<file path="src/rtl/axis_stream_fifo_if.sv">
// rtl/axis_stream_fifo_if.sv - write-side and stream-side signals of axis_stream_fifo
// master: the FIFO, which sources the stream; slave: the surrounding logic.
interface axis_stream_fifo_if #(
  parameter int DATA_W = 8,
  parameter int DEPTH  = 16,
  parameter int ADDR_W = $clog2(DEPTH)
);
  logic [DATA_W-1:0] din;
  logic              push;
  logic              op_en;
  logic              tready;
  logic [DATA_W-1:0] tdata;
  logic              tvalid;
  logic              tlast;
  logic [ADDR_W:0]   level;
  logic              full;
  logic              empty;
  logic              err;

  modport master (
    input  din, push, op_en, tready,
    output tdata, tvalid, tlast, level, full, empty, err
  );

  modport slave (
    output din, push, op_en, tready,
    input  tdata, tvalid, tlast, level, full, empty, err
  );
endinterface

</file>
<file path="src/rtl/axis_stream_fifo.sv">
// rtl/axis_stream_fifo.sv - circular buffer feeding a registered stream output stage
// Optional sticky overflow/underrun flag: define STREAM_FIFO_STICKY_ERR_EN.
module axis_stream_fifo #(
  parameter int DATA_W = 8,
  parameter int DEPTH  = 16,
  parameter int ADDR_W = $clog2(DEPTH)
) (
  input logic                clk,
  input logic                rst_n,
  axis_stream_fifo_if.master s
);
  logic [DATA_W-1:0] mem [DEPTH];
  logic [ADDR_W-1:0] wptr;
  logic [ADDR_W-1:0] rptr;
  logic [ADDR_W:0]   level;
  logic [DATA_W-1:0] tdata;
  logic              tvalid;
  logic              tlast;
  logic              full;
  logic              wr_fire;
  logic              rd_fire;

  assign full    = (level == (ADDR_W+1)'(DEPTH));
  assign wr_fire = s.push && !full;
  assign rd_fire = s.op_en && (level != '0) && (!tvalid || s.tready);

  // Memory has no reset; only the pointers and level define what is valid.
  always_ff @(posedge clk) begin
    if (wr_fire) begin
      mem[wptr] <= s.din;
    end
  end

  always_ff @(posedge clk or negedge rst_n) begin
    if (!rst_n) begin
      wptr  <= '0;
      rptr  <= '0;
      level <= '0;
    end else begin
      if (wr_fire) begin
        wptr <= wptr + 1'b1;
      end
      if (rd_fire) begin
        rptr <= rptr + 1'b1;
      end
      case ({wr_fire, rd_fire})
        2'b10:   level <= level + 1'b1;
        2'b01:   level <= level - 1'b1;
        default: level <= level;
      endcase
    end
  end

  // tlast marks a load that takes the final stored word with nothing arriving behind it.
  always_ff @(posedge clk or negedge rst_n) begin
    if (!rst_n) begin
      tdata  <= '0;
      tvalid <= 1'b0;
      tlast  <= 1'b0;
    end else if (rd_fire) begin
      tdata  <= mem[rptr];
      tvalid <= 1'b1;
      tlast  <= (level == (ADDR_W+1)'(1)) && !wr_fire;
    end else if (tvalid && s.tready) begin
      tvalid <= 1'b0;
    end
  end

`ifdef STREAM_FIFO_STICKY_ERR_EN
  logic err_q;

  always_ff @(posedge clk or negedge rst_n) begin
    if (!rst_n) begin
      err_q <= 1'b0;
    end else if ((s.push && full) ||
                 (s.tready && !tvalid && s.op_en && (level == '0))) begin
      err_q <= 1'b1;
    end
  end

  assign s.err = err_q;
`else
  assign s.err = 1'b0;
`endif

  assign s.tdata  = tdata;
  assign s.tvalid = tvalid;
  assign s.tlast  = tlast;
  assign s.level  = level;
  assign s.full   = full;
  assign s.empty  = (level == '0) && !tvalid;
endmodule

</file>
<file path="src/flat_wrapper.sv">
// flat-port wrapper written by rule: the top's interface ports become plain ports
module axis_stream_fifo_flat 
#(
  parameter int DATA_W = 8,
  parameter int DEPTH  = 16,
  parameter int ADDR_W = $clog2(DEPTH)
)
  (clk, rst_n, s_din, s_push, s_op_en, s_tready, s_tdata, s_tvalid, s_tlast, s_level, s_full, s_empty, s_err);
  axis_stream_fifo_if #(.DATA_W(DATA_W), .DEPTH(DEPTH), .ADDR_W(ADDR_W)) s_i ();
  input logic clk;
  input logic rst_n;
  input wire logic [$bits(s_i.din)-1:0] s_din;
  input wire logic [$bits(s_i.push)-1:0] s_push;
  input wire logic [$bits(s_i.op_en)-1:0] s_op_en;
  input wire logic [$bits(s_i.tready)-1:0] s_tready;
  output wire logic [$bits(s_i.tdata)-1:0] s_tdata;
  output wire logic [$bits(s_i.tvalid)-1:0] s_tvalid;
  output wire logic [$bits(s_i.tlast)-1:0] s_tlast;
  output wire logic [$bits(s_i.level)-1:0] s_level;
  output wire logic [$bits(s_i.full)-1:0] s_full;
  output wire logic [$bits(s_i.empty)-1:0] s_empty;
  output wire logic [$bits(s_i.err)-1:0] s_err;
  assign s_i.din = s_din;
  assign s_i.push = s_push;
  assign s_i.op_en = s_op_en;
  assign s_i.tready = s_tready;
  assign s_tdata = s_i.tdata;
  assign s_tvalid = s_i.tvalid;
  assign s_tlast = s_i.tlast;
  assign s_level = s_i.level;
  assign s_full = s_i.full;
  assign s_empty = s_i.empty;
  assign s_err = s_i.err;
  axis_stream_fifo #(.DATA_W(DATA_W), .DEPTH(DEPTH), .ADDR_W(ADDR_W)) u_core (.clk(clk), .rst_n(rst_n), .s(s_i));
endmodule
</file>
<file path="config.mk">
export PLATFORM = sky130hd
export DESIGN_NAME = axis_stream_fifo_flat
export DESIGN_NICKNAME = d
export VERILOG_FILES = /design/src/rtl/axis_stream_fifo_if.sv /design/src/rtl/axis_stream_fifo.sv /design/src/flat_wrapper.sv
export SDC_FILE = /design/constraint.sdc
export NUM_CORES = 1
export LEC_CHECK = 0
export BUFFER_PORTS_ARGS = -buffer_cell sky130_fd_sc_hd__buf_2
export CORE_MARGIN = 4
export CORE_UTILIZATION = 55
export DETAILED_ROUTE_END_ITERATION = 10
export PLACE_DENSITY_LB_ADDON = 0.25
export SLEW_MARGIN = 5
export SYNTH_ARGS = -nofsm -noshare
export SYNTH_HDL_FRONTEND = slang
export SYNTH_SLANG_ARGS = --single-unit
export TNS_END_PERCENT = 1
</file>
<file path="constraint.sdc">
create_clock -name clk -period 2.6 [get_ports clk]
set_clock_uncertainty 0.2 [all_clocks]
set_input_delay 0.52 -clock clk [delete_from_list [all_inputs] [get_ports clk]]
set_output_delay 0.52 -clock clk [all_outputs]
set_load 0.05 [all_outputs]
</file>
After elaboration in Yosys (flattened, before gate mapping)
Memories as Yosys holds them, arrays and structs flattened. A register that Yosys moved wholly into a read port is not among the register bits.
Index checks and enable logic that the tools add are counted.
{ "word_totals": {"register_bits": 15, "latch_bits": 0, "in_bits": 13, "output_inout_bits": 18, "mem_bits_ro": 0, "wordCells": 34, "ramBits": 128, "n_memories": 1} }
{ "memory_table": {"columns": ["name", "depth", "width", "rd", "rd_ports_with_merged_regs", "wr", "line", "rtl"], "rows": [
  ["u_core.mem", 16, 8, 1, 1, 1, "axis_stream_fifo.sv:12", "logic [DATA_W-1:0] mem [DEPTH];"]
]} }
{ "classes": {"div_mod_pow": 0, "order_cmp": 0, "multipliers": 0, "muxes": 5, "shifts": 0, "n_reduce_logical": 15, "n_eq_ne": 4, "n_addsub": 4, "bitwise_logic": 0} }
{ "op_table": {"columns": ["op", "n"], "rows": [
  ["$pmux 5 s2", 1],
  ["$add 4x1->4 const B", 2],
  ["$logic_and 1x1->1", 6],
  ["$add 5x1->5 const B", 1],
  ["$eq 5x1->1 const B", 1],
  ["$eq 5x5->1 const B", 1],
  ["$logic_not 5->1", 1],
  ["$reduce_bool 5->1", 1],
  ["$sub 5x1->5 const B", 1],
  ["$logic_not 1->1", 4],
  ["$mux 1", 4],
  ["$reduce_bool 2->1", 2],
  ["$eq 2x1->1 const B", 1],
  ["$eq 2x2->1 const B", 1],
  ["$logic_or 1x1->1", 1]
]} }

Depth between registers and ports, before layout
{ "depth": {"word_depth": 5, "mapped_depth": 9, "depth_no_buf": 8} }

Least setup slack after synthesis
No wires, ideal clock.
{ "synth_path": {"kind": "reg-to-reg", "startpoint": "reg u_core.level[0] (netlist: u_core.s.level[0])", "endpoint": "reg u_core.level[3] (netlist: u_core.s.level[3])", "required_time_ns": 2.317, "t_arrival_ns": 2.752, "setup_ns": 0.083, "path_stages_with_launch": 10, "slack_ns": -0.434, "synth_period_minus_slack_ns": 3.034, "n_path_buf": 1, "path_cell_list": "dfrtp_1 inv_1 ha_1 or4b_4 and3_4 buf_6 ha_1 or4b_2 a21oi_1 xor2_1"} }
{ "synth_between": {"elab_chain_cells": 5, "word_cells_on_any_way": 12, "cone_classes": "add/sub (2); eq/ne (3); mux (1); reduce/logical (6)"} }
{ "synth_rtl": {"columns": ["item", "line", "rtl"], "rows": [
  ["start: declaration", "axis_stream_fifo.sv:15", "logic [ADDR_W:0] level;"],
  ["start signal: assignment", "axis_stream_fifo.sv:47", "2'b10: level <= level + 1'b1;"],
  ["start signal: assignment", "axis_stream_fifo.sv:48", "2'b01: level <= level - 1'b1;"],
  ["start signal: assignment", "axis_stream_fifo.sv:49", "default: level <= level;"],
  ["$reduce_bool 5->1 (*)", "axis_stream_fifo.sv:25", "assign rd_fire = s.op_en && (level != '0) && (!tvalid || s.tready);"],
  ["$logic_and 1x1->1 (*) (2 in a row)", "axis_stream_fifo.sv:25", null],
  ["via u_core.rd_fire", "axis_stream_fifo.sv:21", "logic rd_fire;"],
  ["$eq 2x1->1 / $eq 2x2->1 (equally long branches)", "axis_stream_fifo.sv:46", "case ({wr_fire, rd_fire})"],
  ["$pmux 5 s2 / $reduce_bool 2->1 (equally long branches)", null, null]
]} }
The timed path passes the listed nets; every way through them passes the cells marked *.
A chain may end at the register's enable or synchronous reset.

Final worst setup path
{ "layout_path": {"startpoint": "reg u_core.level[1] (netlist: u_core.s.level[1])", "endpoint": "out s_empty"} }
{ "layout_between": {"elab_chain_cells": 2} }
{ "layout_rtl": {"columns": ["item", "line", "rtl"], "rows": [
  ["$logic_not 5->1", "axis_stream_fifo.sv:91", "assign s.empty = (level == '0) && !tvalid;"],
  ["$logic_and 1x1->1", "axis_stream_fifo.sv:91", null],
  ["end: declaration", "flat_wrapper.sv:21", "output wire logic [$bits(s_i.empty)-1:0] s_empty;"]
]} }
No other way between the ends.

==> flow_summary.ini <==
[logic_synthesis]
synth_top_area_frac = 0.6281
synth_cells = 316
syn-mean-instance-area_um2 = 19.37
synthMuxAreaShare = 0.1380
synth_nets = 339
synth_xor_area_frac = 0.01574
synth_common_cells = edfxtp_1, mux4_2, dfrtp_1
synth_top_cell_by_area = edfxtp_1
ys_seq_area_frac = 0.7221
ys_seq_elements = 151
synthAdderAreaFrac = 0.02045
yosys.area_share.simple = 0.04396
synth_edf_count = 128
synth_compound_area_frac = 0.03844
synth.distinct_cells = 35
netlist_area_um2 = 6120
synth_top_family_by_area = multiplexers
yosys_warnings = 0
synth_ff_type = edfxtp_1
synthArstFlopShare = 0.1523
synth.most_common_cell = edfxtp_1
synth_area_leaders = edfxtp_1, mux4_2, dfrtp_1

[setup_path]
path_class = register to primary output
cp_data_arrival_time_ns = 1.90
rr_worst_depth = 9
r2r-start = u_core.s.level[1]$_DFFE_PN0P_
worst_setup_path_start_kind = register
end_kind = primary output
r2r_end = u_core.s.level[3]$_DFFE_PN0P_
startpoint = u_core.s.level[1]$_DFFE_PN0P_
cp_max_fo = 2
r2r_slack_ns = 0.13
worstPathRequired_ns = 1.88

[timing]
rsz0062_at_grt = true
period_share = 1.008
finalSetupViolCount = 1
slew-limit-headroom = 0.6318
fin_ws_ns = -0.02034
hold_viol_final = 0
clock.fmax_mhz = 381.6
fin_crit_ns = 2.620
worst_pin_slew_ns = 0.5524
holdWs_ns = 0.1223
drv_slew = 0

[placed_design]
place_ws_ns = 0.1812
portBuffers = 29
gp_congestion = 0.7745
dp_hpwl_um = 7642

[pwr]
max-vdd-ir-drop_mv = 1.211
p_leak_nw = 2.577
power.density_nw_per_um2 = 1185

[worst_hold_path]
worstHoldStart = s_op_en
min_to = u_core.s.tvalid$_DFFE_PN0P_
min_path_cells = 3
hold_path_class = input pin to register

[cells_and_area]
layout.nets = 398
area_delta_synth_final_pct = 19.06
drive_gt1_frac = 0.3763
num_antenna_cells = 0
fillerInstances = 717

[drt]
first_pass_iters = 4
vias = 3133
top_layer = met4
wl_met1_um = 4957
drtIter0Drc = 297
drc = 0
routed_wl_um = 12050
ant_nets = 0
dr_wl_met3_um = 995
met2_wirelength_um = 5918
wl_per_cell_um = 22.81
avgViaCountPerCell = 5.934

[cts]
htreeDepth = 4
numCtsBuffers = 17
clock_latency_ns = 0.53
tritoncts = yes
clk_path_buf_depth = 2
clockRootBuffer = clkbuf_8
path_clk_slew_ns = 0.06
numClockSinks = 151

[run_status]
status = finished with violations
violations = negative setup slack

[global_route]
grt_use_total = 0.2059
grt_pass1_vias = 3225
grt_max_degree = 34
grt_overflow = 0
antenna_found_initial = 0
grt_pass1_wl_um = 18950

[flow_run]
maxCapViolCount = 0

[floorplanning]
start_util = 0.5621
die_w_um = 113.5
core-area_um2 = 10890
num_io_pins = 31
rows = 38
dieArea_um2 = 12880
die_h_um = 113.5
-- how the worst max path moves through the flow --
| stage | slack, ns | endpoint |
|---|---|---|
| global placement | 0.26 | u_core.s.level[3]$_DFFE_PN0P_ |
| CTS | -0.05 | s_empty |
| detailed placement | 0.18 | u_core.s.level[3]$_DFFE_PN0P_ |
| global route | -0.09 | s_empty |
| finish | -0.02 | s_empty |
| floorplan | -0.02 | s_empty |
-- routing by layer --
layer,vias to the layer above,track usage
li1,1393,-
met1,1606,0.2876
met2,121,0.3180
met3,13,0.04881
met4,0,0.08093
met5,-,0
-- layout make-up --
cell class	count	area [um^2]	share of cell area
Clock buffer	18	417.9	0.05736
Clock inverter	14	206.4	0.02834
Inverter	5	18.77	0.002576
Multi-Input combinational cell	140	1614	0.2215
Sequential cell	151	4423	0.6071
Tap cell	140	175.2	0.02404
Timing Repair Buffer	60	430.4	0.05908
-- report_power, final --
part           switching (mW)  total (mW)  leakage (nW)  internal, mW
clock network           0.932        2.58         0.312          1.65
registers               0.271        3.28          1.42          3.01
logic                    1.58        2.77         0.847          1.19
-- what timing repair did --
| action | 4_1_cts | 5_1_grt |
|---|---|---|
| hold buffers | 1 | 0 |
| pin swaps | 2 | 1 |
| setup endpoints to repair | 2 | 2 |
| resized for setup | 5 | 3 |
| hold endpoints to repair | 23 | 0 |
| setup buffers | 5 | 0 |
-- sequential cells by signal, indices dropped and copies added (netlist names) --
| name | count |
|---|---|
| u_core.s.tdata | 8 |
| u_core.s.tlast | 1 |
| u_core.s.level | 5 |
| u_core.mem | 128 |
| u_core.rptr | 4 |
| u_core.wptr | 4 |
| u_core.s.tvalid | 1 |
-- logic make-up after synthesis --
kind of cell               count (synthesis)
DFF                                      151
adders and majority gates                 10
and+or+nand+nor                           47
other                                      1
AOI/OAI and AO/OA                         27
xor gates and xnor gates                  11
buffers and inverters                     25
muxes                                     44
-- stage by stage --
stage	TNS, ns	util	power [mW]	cell area [um^2]	instances
global route	-0.08886	0.6692	9.022	7286	528
global placement	0	0.6047	5.991	6584	490
floorplan	-0.02284	-	5.246	6148	316
CTS	-0.04745	0.6686	8.694	7279	528
detailed placement	0	0.6047	6.030	6584	490
finish	-0.02034	0.6692	8.634	7286	528
-- layout by cell type, fill, tap and decap left out, drive strengths merged --
cell	instances
a21oi	2
a221oi	8
a31oi	8
and3	3
and4	1
buf	59
bufinv	5
clkbuf	18
clkinv	9
conb	1
dfrtp	23
dlygate4sd3	1
edfxtp	128
ha	10
inv	5
mux2	3
mux2i	9
mux4	32
nand2	5
nand2b	5
nand3	5
nand4	2
nand4b	2
nand4bb	2
nor2	14
nor3	4
nor4	1
o21ai	1
o22ai	8
or2	1
or4b	2
xnor2	7
xor2	4
-- worst max-delay path, cell delays in order (launching register included) --
cell and delay (ns):
dfrtp_2 0.41, inv_2 0.08, ha_4 0.13, or4b_4 0.49
nor2_4 0.11, buf_8 0.15
(Power assumes the default switching activity.)
